===== src/rtl/counter_load_sched.sv =====
// Round-robin scheduler sharing one loadable up-counter among NUM_REQ requesters.
// Optional macro LOAD_VERIFY_EN adds a CHECK cycle that verifies the loaded value.
module counter_load_sched #(
  parameter int NUM_REQ    = 4,
  parameter int CW         = 4,
  parameter int RUN_CYCLES = 5
) (
  input  logic                  clk,
  input  logic                  rst,
  input  logic [NUM_REQ-1:0]    req,
  input  logic [NUM_REQ*CW-1:0] req_val,
  input  logic [CW-1:0]         cnt_count,
  output logic                  cnt_load,
  output logic [CW-1:0]         cnt_load_val,
  output logic [NUM_REQ-1:0]    gnt,
  output logic                  ack,
  output logic                  done,
  output logic                  busy,
  output logic                  load_err
);

  localparam int PW = (NUM_REQ > 1) ? $clog2(NUM_REQ) : 1;
  localparam int RW = $clog2(RUN_CYCLES + 1);

  typedef enum logic [1:0] {
    IDLE  = 2'd0,
    LOAD  = 2'd1,
    CHECK = 2'd2,
    RUN   = 2'd3
  } state_t;

  state_t          state;
  logic [PW-1:0]   ptr;
  logic [RW-1:0]   run_cnt;

  logic            pick_valid;
  logic [PW-1:0]   pick_idx;
  logic [CW-1:0]   pick_val;

  // Index offset from base, wrapped modulo NUM_REQ.
  function automatic logic [PW-1:0] wrap_idx(input logic [PW-1:0] base, input int offset);
    int sum;
    sum = (int'(base) + offset) % NUM_REQ;
    return PW'(sum);
  endfunction

  // NOTE: every always_comb output gets a default first so no latch can be inferred.
  always_comb begin
    pick_valid = 1'b0;
    pick_idx   = '0;
    for (int k = 0; k < NUM_REQ; k++) begin
      if (!pick_valid && req[wrap_idx(ptr, k)]) begin
        pick_valid = 1'b1;
        pick_idx   = wrap_idx(ptr, k);
      end
    end
  end

  always_comb begin
    pick_val = '0;
    for (int i = 0; i < NUM_REQ; i++) begin
      if (PW'(i) == pick_idx) pick_val = req_val[i*CW +: CW];
    end
  end

  // NOTE: sequential state uses non-blocking assignments so all registers update together.
  always_ff @(posedge clk) begin
    if (rst) begin
      state        <= IDLE;
      ptr          <= '0;
      run_cnt      <= '0;
      cnt_load     <= 1'b0;
      cnt_load_val <= '0;
      gnt          <= '0;
      ack          <= 1'b0;
      done         <= 1'b0;
      busy         <= 1'b0;
    end else begin
      case (state)
        IDLE: begin
          done <= 1'b0;
          if (pick_valid) begin
            state        <= LOAD;
            gnt          <= {{(NUM_REQ-1){1'b0}}, 1'b1} << pick_idx;
            cnt_load     <= 1'b1;
            cnt_load_val <= pick_val;
            ack          <= 1'b1;
            busy         <= 1'b1;
            ptr          <= wrap_idx(pick_idx, 1);
          end
        end
        LOAD: begin
          cnt_load <= 1'b0;
          ack      <= 1'b0;
`ifdef LOAD_VERIFY_EN
          state    <= CHECK;
`else
          state    <= RUN;
          run_cnt  <= RW'(RUN_CYCLES - 1);
          done     <= (RUN_CYCLES == 1);
`endif
        end
        CHECK: begin
          state   <= RUN;
          run_cnt <= RW'(RUN_CYCLES - 1);
          done    <= (RUN_CYCLES == 1);
        end
        RUN: begin
          if (run_cnt == '0) begin
            state <= IDLE;
            gnt   <= '0;
            busy  <= 1'b0;
            done  <= 1'b0;
          end else begin
            run_cnt <= run_cnt - RW'(1);
            done    <= (run_cnt == RW'(1));
          end
        end
        default: state <= IDLE;
      endcase
    end
  end

`ifdef LOAD_VERIFY_EN
  // Sticky: a single bad load is remembered until reset.
  always_ff @(posedge clk) begin
    if (rst)
      load_err <= 1'b0;
    else if (state == CHECK && cnt_count != cnt_load_val)
      load_err <= 1'b1;
  end
`else
  logic unused_count;
  assign unused_count = ^cnt_count;
  assign load_err     = 1'b0;
`endif

  a_gnt_onehot : assert property (@(posedge clk) disable iff (rst) $onehot0(gnt));
  a_load_ack   : assert property (@(posedge clk) disable iff (rst) cnt_load == ack);
  a_busy_gnt   : assert property (@(posedge clk) disable iff (rst) busy == (gnt != '0));

endmodule


===== config.mk =====
export PLATFORM = sky130hd
export DESIGN_NAME = counter_load_sched
export DESIGN_NICKNAME = d
export VERILOG_FILES = /design/src/rtl/counter_load_sched.sv
export SDC_FILE = /design/constraint.sdc
export NUM_CORES = 1
export LEC_CHECK = 0
export CORE_ASPECT_RATIO = 1.75
export CORE_MARGIN = 10
export CORE_UTILIZATION = 47
export DETAILED_ROUTE_END_ITERATION = 7
export PLACE_DENSITY_LB_ADDON = 0.12
export SKIP_LAST_GASP = 1
export SYNTH_ARGS = -nofsm -noshare
export SYNTH_HDL_FRONTEND = slang
export SYNTH_SLANG_ARGS = --single-unit

===== constraint.sdc =====
create_clock -name clk -period 5.4 [get_ports clk]
set_clock_uncertainty 0.2 [all_clocks]
set_input_delay 1.08 -clock clk [delete_from_list [all_inputs] [get_ports clk]]
set_output_delay 1.08 -clock clk [all_outputs]
set_load 0.05 [all_outputs]

==> results.py, run 1 <==
metrics = {
    "routing": {
        "detail_route.wirelength_um": 2690,
        "routed-via-count": 989,
        "detail_route.iter0.violations": 15,
        "avgRoutedWirePerCell_um": 14.6,
        "vias_per_cell": 5.38,
        "final_antenna_net_count": 0,
        "firstDrtPassIters": 4,
        "route.detailed.drc": 0,
    },
    "synth": {
        "yosysUniqueCellTypes": 29,
        "synthesis.area_per_instance_um2": 8.18,
        "syn_inst": 131,
        "synthesis.area_um2": 1070,
        "synthesis.yosys.warnings": 0,
        "synth_nets": 168,
        "postSynthRegisterBits": 18,
        "synth-seq-area-share": 0.336,
    },
    "power": {
        "leakage_nw": 0.588,
        "peakVddDrop_uv": 218,
        "power_density_nw_per_um2": 322,
    },
    "clock_network": {
        "cts.path.max_buffers": 2,
        "clk_latency_ps": 290,
        "cell_chosen_for_the_clock_root": "clkbuf_4",
        "cts-hold-fix-buffers": 0,
        "clock-sinks": 18,
        "htree_num_levels": 1,
        "post_cts.repair.setup_buffers": 0,
        "cts_buffers": 3,
        "clock_tree_from_tritoncts": "yes",
        "cts_resized": 0,
        "clock_transition_at_the_register_clock_pins_on_the_worst_setup_and_hold_paths_after_cts_ps": 90,
    },
    "setup_path": {
        "arrival_ps": 3430,
        "worst-path-buf-inv": 2,
        "critPathKind": "in2reg",
        "slowest_cell_on_the_critical_path": "clkdlybuf4s50_1",
        "critical_path_cell_sequence": "clkdlybuf4s50_1, nand2b_1, a21oi_1, nor4_1, inv_1, ha_1, a21oi_1, o21ai_0, a221oi_1, nor3_1",
        "setup.worst_path.end_class": "flip-flop",
        "timing.critical_path.from_type": "input port",
        "critical_path.max_stage_delay_ps": 570,
        "cp_max_fo": 9,
        "crit_family": "buffers and inverters",
        "worst-endpoint-required_ps": 5360,
        "timing.critical_path.mode_cell": "a21oi_1",
    },
    "timing": {
        "timing_hold_violations_final": 0,
        "timing.final.setup_violations": 0,
        "fmax_mhz": 288,
        "finalHoldWorstSlack_ps": 280,
        "tns_ps": 0,
        "shortest_clock_period_the_worst_path_allows_after_layout_ps": 3470,
        "final_max_slew_viol_count": 0,
        "timing_worst_slew_pin_value_ps": 580,
        "worst_slew_margin_rel": 0.612,
        "final_min_period_over_clock_period": 0.642,
        "grt_setup_unrepaired": "false",
    },
    "global_routing": {
        "grt_pass1_wl_um": 4420,
        "grt_pass1_vias": 969,
        "maximum_number_of_pins_on_one_net_before_global_route_repair": 16,
        "grt_remaining_overflow": 0,
        "antenna_found_initial": 0,
        "grt.total_usage": 0.110,
    },
    "floorplanning": {
        "coreArea_um2": 2150,
        "io_pins": 39,
        "initial_utilization": 0.499,
        "rows": 22,
        "die_width_um": 56.1,
        "floorplan.die.height_um": 83.2,
        "floorplan.die_area_um2": 4660,
    },
    "finish": {
        "area_growth_syn_to_layout_pct": 32.6,
        "final_layout_size_suffix_gt1_frac": 0.0500,
        "final_nets": 199,
        "antenna_cells_inserted": 0,
        "layout.cells.non_filler": 184,
        "stdcell_area_um2": 1420,
        "layout.core_utilization": 0.661,
    },
    "hold_path": {
        "hold_class": "reg2reg",
    },
    "placed_design": {
        "dpl-instance-area_um2": 1400,
        "port_buffers": 33,
        "hpwl_um": 2140,
        "gp_congestion": 0.863,
        "placed_cells_incl_taps": 181,
    },
    "job": {
        "drv_cap": 0,
    },
    "status": {
        "outcome": "complete, no violations",
    },
}
==> registers in the layout (all words and copies together) (netlist names) <==
register and cells:
ack 1, run_cnt 3, state 2, ptr 2, cnt_load_val 4, busy 1, gnt 4, done 1
==> path summary, 6_finish.rpt <==
kind                                           from                            to  slack [ps]  depth (start not counted)
worst max-delay path                         req[3]  cnt_load_val[0]$_SDFFE_PP0P_        1930                         10
worst min-delay path              busy$_SDFFE_PP0P_             busy$_SDFFE_PP0P_         280                          1
worst max register to register  ptr[1]$_SDFFE_PP0P_  cnt_load_val[0]$_SDFFE_PP0P_        2820                          9
worst min register to register    busy$_SDFFE_PP0P_             busy$_SDFFE_PP0P_         280                          1
==> layer usage <==
metal / track usage / vias up / wire length, um / share of wire
met5: 0 / - / 0 / 0
met4: 0.0328 / 0 / 36 / 0.013
met3: 0.0381 / 5 / 135 / 0.050
met2: 0.198 / 19 / 1440 / 0.54
met1: 0.114 / 457 / 1070 / 0.40
li1: - / 508 / - / -
==> power breakdown <==
| group | switching [mW] | total [mW] | internal [mW] |
|---|---|---|---|
| logic | 0.134 | 0.221 | 0.0868 |
| registers | 0.0162 | 0.170 | 0.154 |
| clock network | 0.0399 | 0.0658 | 0.0260 |
==> cell type report <==
class	count	area, um^2
fill	200	727
multi-input combinational	94	632
sequential	18	360
timing repair buffer	33	330
inverter	12	45.0
tap	24	30.0
clock buffer	3	22.5
==> cell families after synthesis <==
family,share of synthesized area
buffers and inverters,0.0736
AOI/OAI and AO/OA,0.213
muxes,0.0479
and+or+nand+nor,0.197
DFF,0.336
adders and majority gates,0.129
other,0.00350
==> worst register-to-register path: cells and delay by family, from the launching register on <==
family	cells	cell delay, ps
DFF	1	450
and+or+nand+nor	3	690
buffers and inverters	1	130
AOI/OAI and AO/OA	4	620
adders and majority gates	1	340
==> cell usage in the layout (no fill, tap or decap) <==
master	count
a211oi_1	2
a21o_1	1
a21oi_1	14
a221oi_1	4
a22o_1	4
a22oi_1	1
a2bb2oi_1	1
clkbuf_4	3
clkdlybuf4s50_1	33
conb_1	1
dfxtp_1	18
ha_1	11
inv_1	12
mux2_2	1
mux2i_1	4
nand2_1	13
nand2_4	1
nand2b_1	4
nor2_1	13
nor2b_1	1
nor3_1	5
nor3_2	1
nor4_1	2
nor4_2	1
o21a_1	1
o21ai_0	5
o22a_1	1
o31ai_1	1
or4_4	1
==> Yosys cell counts <==
cell / instances / area (um^2)
nand2_4: 1 / 11.3
o22a_1: 1 / 8.76
nor3_1: 5 / 25.0
nor4_1: 2 / 12.5
o21ai_0: 5 / 25.0
o31ai_1: 1 / 7.51
nand2_1: 13 / 48.8
a22o_1: 4 / 35.0
mux2_2: 1 / 11.3
buf_4: 2 / 15.0
a2bb2oi_1: 1 / 8.76
a221oi_1: 4 / 35.0
nor2b_1: 1 / 6.26
or4_4: 1 / 11.3
nor3_2: 1 / 10.0
nor4_2: 1 / 12.5
a21o_1: 1 / 7.51
nor2_1: 13 / 48.8
ha_1: 11 / 138
nand2b_1: 4 / 25.0
mux2i_1: 4 / 40.0
dfxtp_1: 18 / 360
o21a_1: 1 / 7.51
a21oi_1: 14 / 70.1
inv_1: 12 / 45.0
a211oi_1: 2 / 15.0
conb_1: 1 / 3.75
clkbuf_1: 5 / 18.8
a22oi_1: 1 / 7.51
==> metrics by stage <==
step           worst slack, ps  total power, mW
6_report                  1930            0.457
5_1_grt                   1720            0.486
4_1_cts                   1920            0.459
3_5_place_dp              1610            0.395
3_3_place_gp              1660            0.388
2_1_floorplan             2490            0.326
(Power assumes the default switching activity.)
==> run 2, diff against run 1 <==
CORE_UTILIZATION = 44   (was 47)
clock period = 3.2 ns   (was 5.4 ns; I/O delays follow)
==> results.py, run 2 (synthesis results as in run 1) <==
metrics = {
    "power": {
        "peakVddDrop_uv": 340,
        "leakage_nw": 0.606,
        "power_density_nw_per_um2": 562,
    },
    "setup_path": {
        "arrival_ps": 2920,
        "setup.worst_path.end_class": "flip-flop",
        "timing.critical_path.mode_cell": "a21oi_1",
        "timing.critical_path.from_type": "input port",
        "reg2reg_depth": 9,
        "critPathKind": "in2reg",
        "critical_path.reg2reg.endpoint": "cnt_load_val[3]$_SDFFE_PP0P_",
        "critical_path_cell_sequence": "clkdlybuf4s50_1, nand2b_1, a21oi_1, nor4_1, inv_1, ha_1, a21oi_1, o21ai_0, a221oi_1, nor3_1",
        "worst-endpoint-required_ps": 3110,
        "reg2reg_slack_ps": 730,
        "critical_path.max_stage_delay_ps": 570,
        "cp_max_fo": 9,
        "slowest_cell_on_the_critical_path": "clkdlybuf4s50_1",
        "r2r_start": "ptr[1]$_SDFFE_PP0P_",
    },
    "global_routing": {
        "gr-max-usage-layer": "met2",
        "grt_pass1_vias": 1060,
        "grt_remaining_overflow": 0,
        "grt.total_usage": 0.110,
        "antenna_found_initial": 0,
        "maximum_number_of_pins_on_one_net_before_global_route_repair": 16,
        "grt_use_met1": 0.103,
        "groute.layer.met3.usage": 0.0328,
        "grt_pass1_wl_um": 4520,
        "grt_util_met2": 0.199,
    },
    "status": {
        "outcome": "complete, no violations",
    },
    "floorplanning": {
        "rows": 23,
        "initial_utilization": 0.465,
        "die_width_um": 57.3,
        "coreArea_um2": 2300,
        "io_pins": 39,
        "floorplan.die_area_um2": 4890,
        "floorplan.die.height_um": 85.3,
    },
    "finish": {
        "commonest_cells_after_routing_fill_and_taps_aside": "clkdlybuf4s50_1 (33), dfxtp_1 (18), a21oi_1 (14), nand2_1 (13), nor2_1 (13)",
        "most_common_library_cell_in_the_layout_ignoring_fill_and_taps": "clkdlybuf4s50_1",
        "layout.cells.non_filler": 187,
        "area_growth_syn_to_layout_pct": 35.9,
        "final_layout_size_suffix_gt1_frac": 0.0617,
        "stdcell_area_um2": 1460,
        "top_regs": "cnt_load_val x4, gnt x4, run_cnt x3",
        "antenna_cells_inserted": 0,
        "final_nets": 201,
        "layout.core_utilization": 0.632,
        "final.fill_count": 220,
    },
    "clock_network": {
        "post_cts.repair.setup_buffers": 0,
        "clock_transition_at_the_register_clock_pins_on_the_worst_setup_and_hold_paths_after_cts_ps": 60,
        "cts_resized": 0,
        "cts-hold-fix-buffers": 0,
        "cts_buffers": 3,
        "clk_latency_ps": 250,
        "htree_num_levels": 1,
        "cts.path.max_buffers": 2,
        "cell_chosen_for_the_clock_root": "clkbuf_8",
        "clock-sinks": 18,
        "clock_tree_from_tritoncts": "yes",
    },
    "timing": {
        "tns_ps": 0,
        "fmax_mhz": 332,
        "worst_slew_margin_rel": 0.613,
        "timing_hold_violations_final": 0,
        "shortest_clock_period_the_worst_path_allows_after_layout_ps": 3010,
        "grt_setup_unrepaired": "false",
        "final_min_period_over_clock_period": 0.940,
        "finalHoldWorstSlack_ps": 258,
        "timing.final.setup_violations": 0,
        "timing_worst_slew_pin_value_ps": 579,
        "final_max_slew_viol_count": 0,
    },
    "placed_design": {
        "gp_congestion": 0.755,
        "dpl-instance-area_um2": 1410,
        "placed_cells_incl_taps": 184,
        "hpwl_um": 2250,
        "port_buffers": 33,
    },
    "routing": {
        "vias_per_cell": 5.51,
        "firstDrtPassIters": 4,
        "detail_route.iter0.violations": 14,
        "routed-via-count": 1030,
        "detail_route.wirelength_um": 2770,
        "route.detailed.drc": 0,
        "avgRoutedWirePerCell_um": 14.8,
        "final_antenna_net_count": 0,
    },
    "job": {
        "drv_cap": 0,
    },
    "hold_path": {
        "holdCritStartpoint": "busy$_SDFFE_PP0P_",
        "hold_path_stages": 1,
        "hold_path_end": "busy$_SDFFE_PP0P_",
        "hold_class": "reg2reg",
    },
}
-- run 2: layout make-up --
| type | instances | area, um^2 | area share |
|---|---|---|---|
| Multi-Input combinational cell | 94 | 632 | 0.434 |
| Sequential cell | 18 | 360 | 0.248 |
| Timing Repair Buffer | 35 | 345 | 0.237 |
| Inverter | 12 | 45.0 | 0.0310 |
| Clock buffer | 3 | 41.3 | 0.0284 |
| Tap cell | 25 | 31.3 | 0.0215 |
-- run 2: stage by stage --
stage | power, mW | setup slack (ps)
floorplan | 0.550 | 726
global placement | 0.661 | 37.1
detailed placement | 0.673 | -65.4
CTS | 0.832 | 193
global route | 0.876 | 45.1
finish | 0.818 | 192
-- run 2: worst max path at each step --
stage	from	end	slack, ps	cells past startpoint
after floorplan	req[3]	cnt_load_val[2]$_SDFFE_PP0P_	730	10
after global placement	req[3]	cnt_load_val[3]$_SDFFE_PP0P_	40	10
after detailed placement	req[3]	cnt_load_val[3]$_SDFFE_PP0P_	-70	10
after CTS	req[3]	cnt_load_val[3]$_SDFFE_PP0P_	190	10
after global routing	req[3]	cnt_load_val[3]$_SDFFE_PP0P_	50	10
final	req[3]	cnt_load_val[3]$_SDFFE_PP0P_	190	10
-- run 2: report_power, final --
group	leakage (nW)	internal, mW	switching, mW
logic	0.436	0.151	0.228
registers	0.148	0.260	0.0271
clock network	0.0216	0.0834	0.0690
total	0.606	0.494	0.324
-- run 2: per-layer routing --
metal | vias up | share of wire
met5 | - | 0
met4 | 0 | 0.036
met3 | 10 | 0.044
met2 | 23 | 0.54
met1 | 483 | 0.38
li1 | 514 | -
-- run 2: worst max-delay path, delay by kind of cell --
family	cells	cell delay [ps]
buffers and inverters	2	690
and+or+nand+nor	3	590
AOI/OAI and AO/OA	4	660
adders and majority gates	1	330
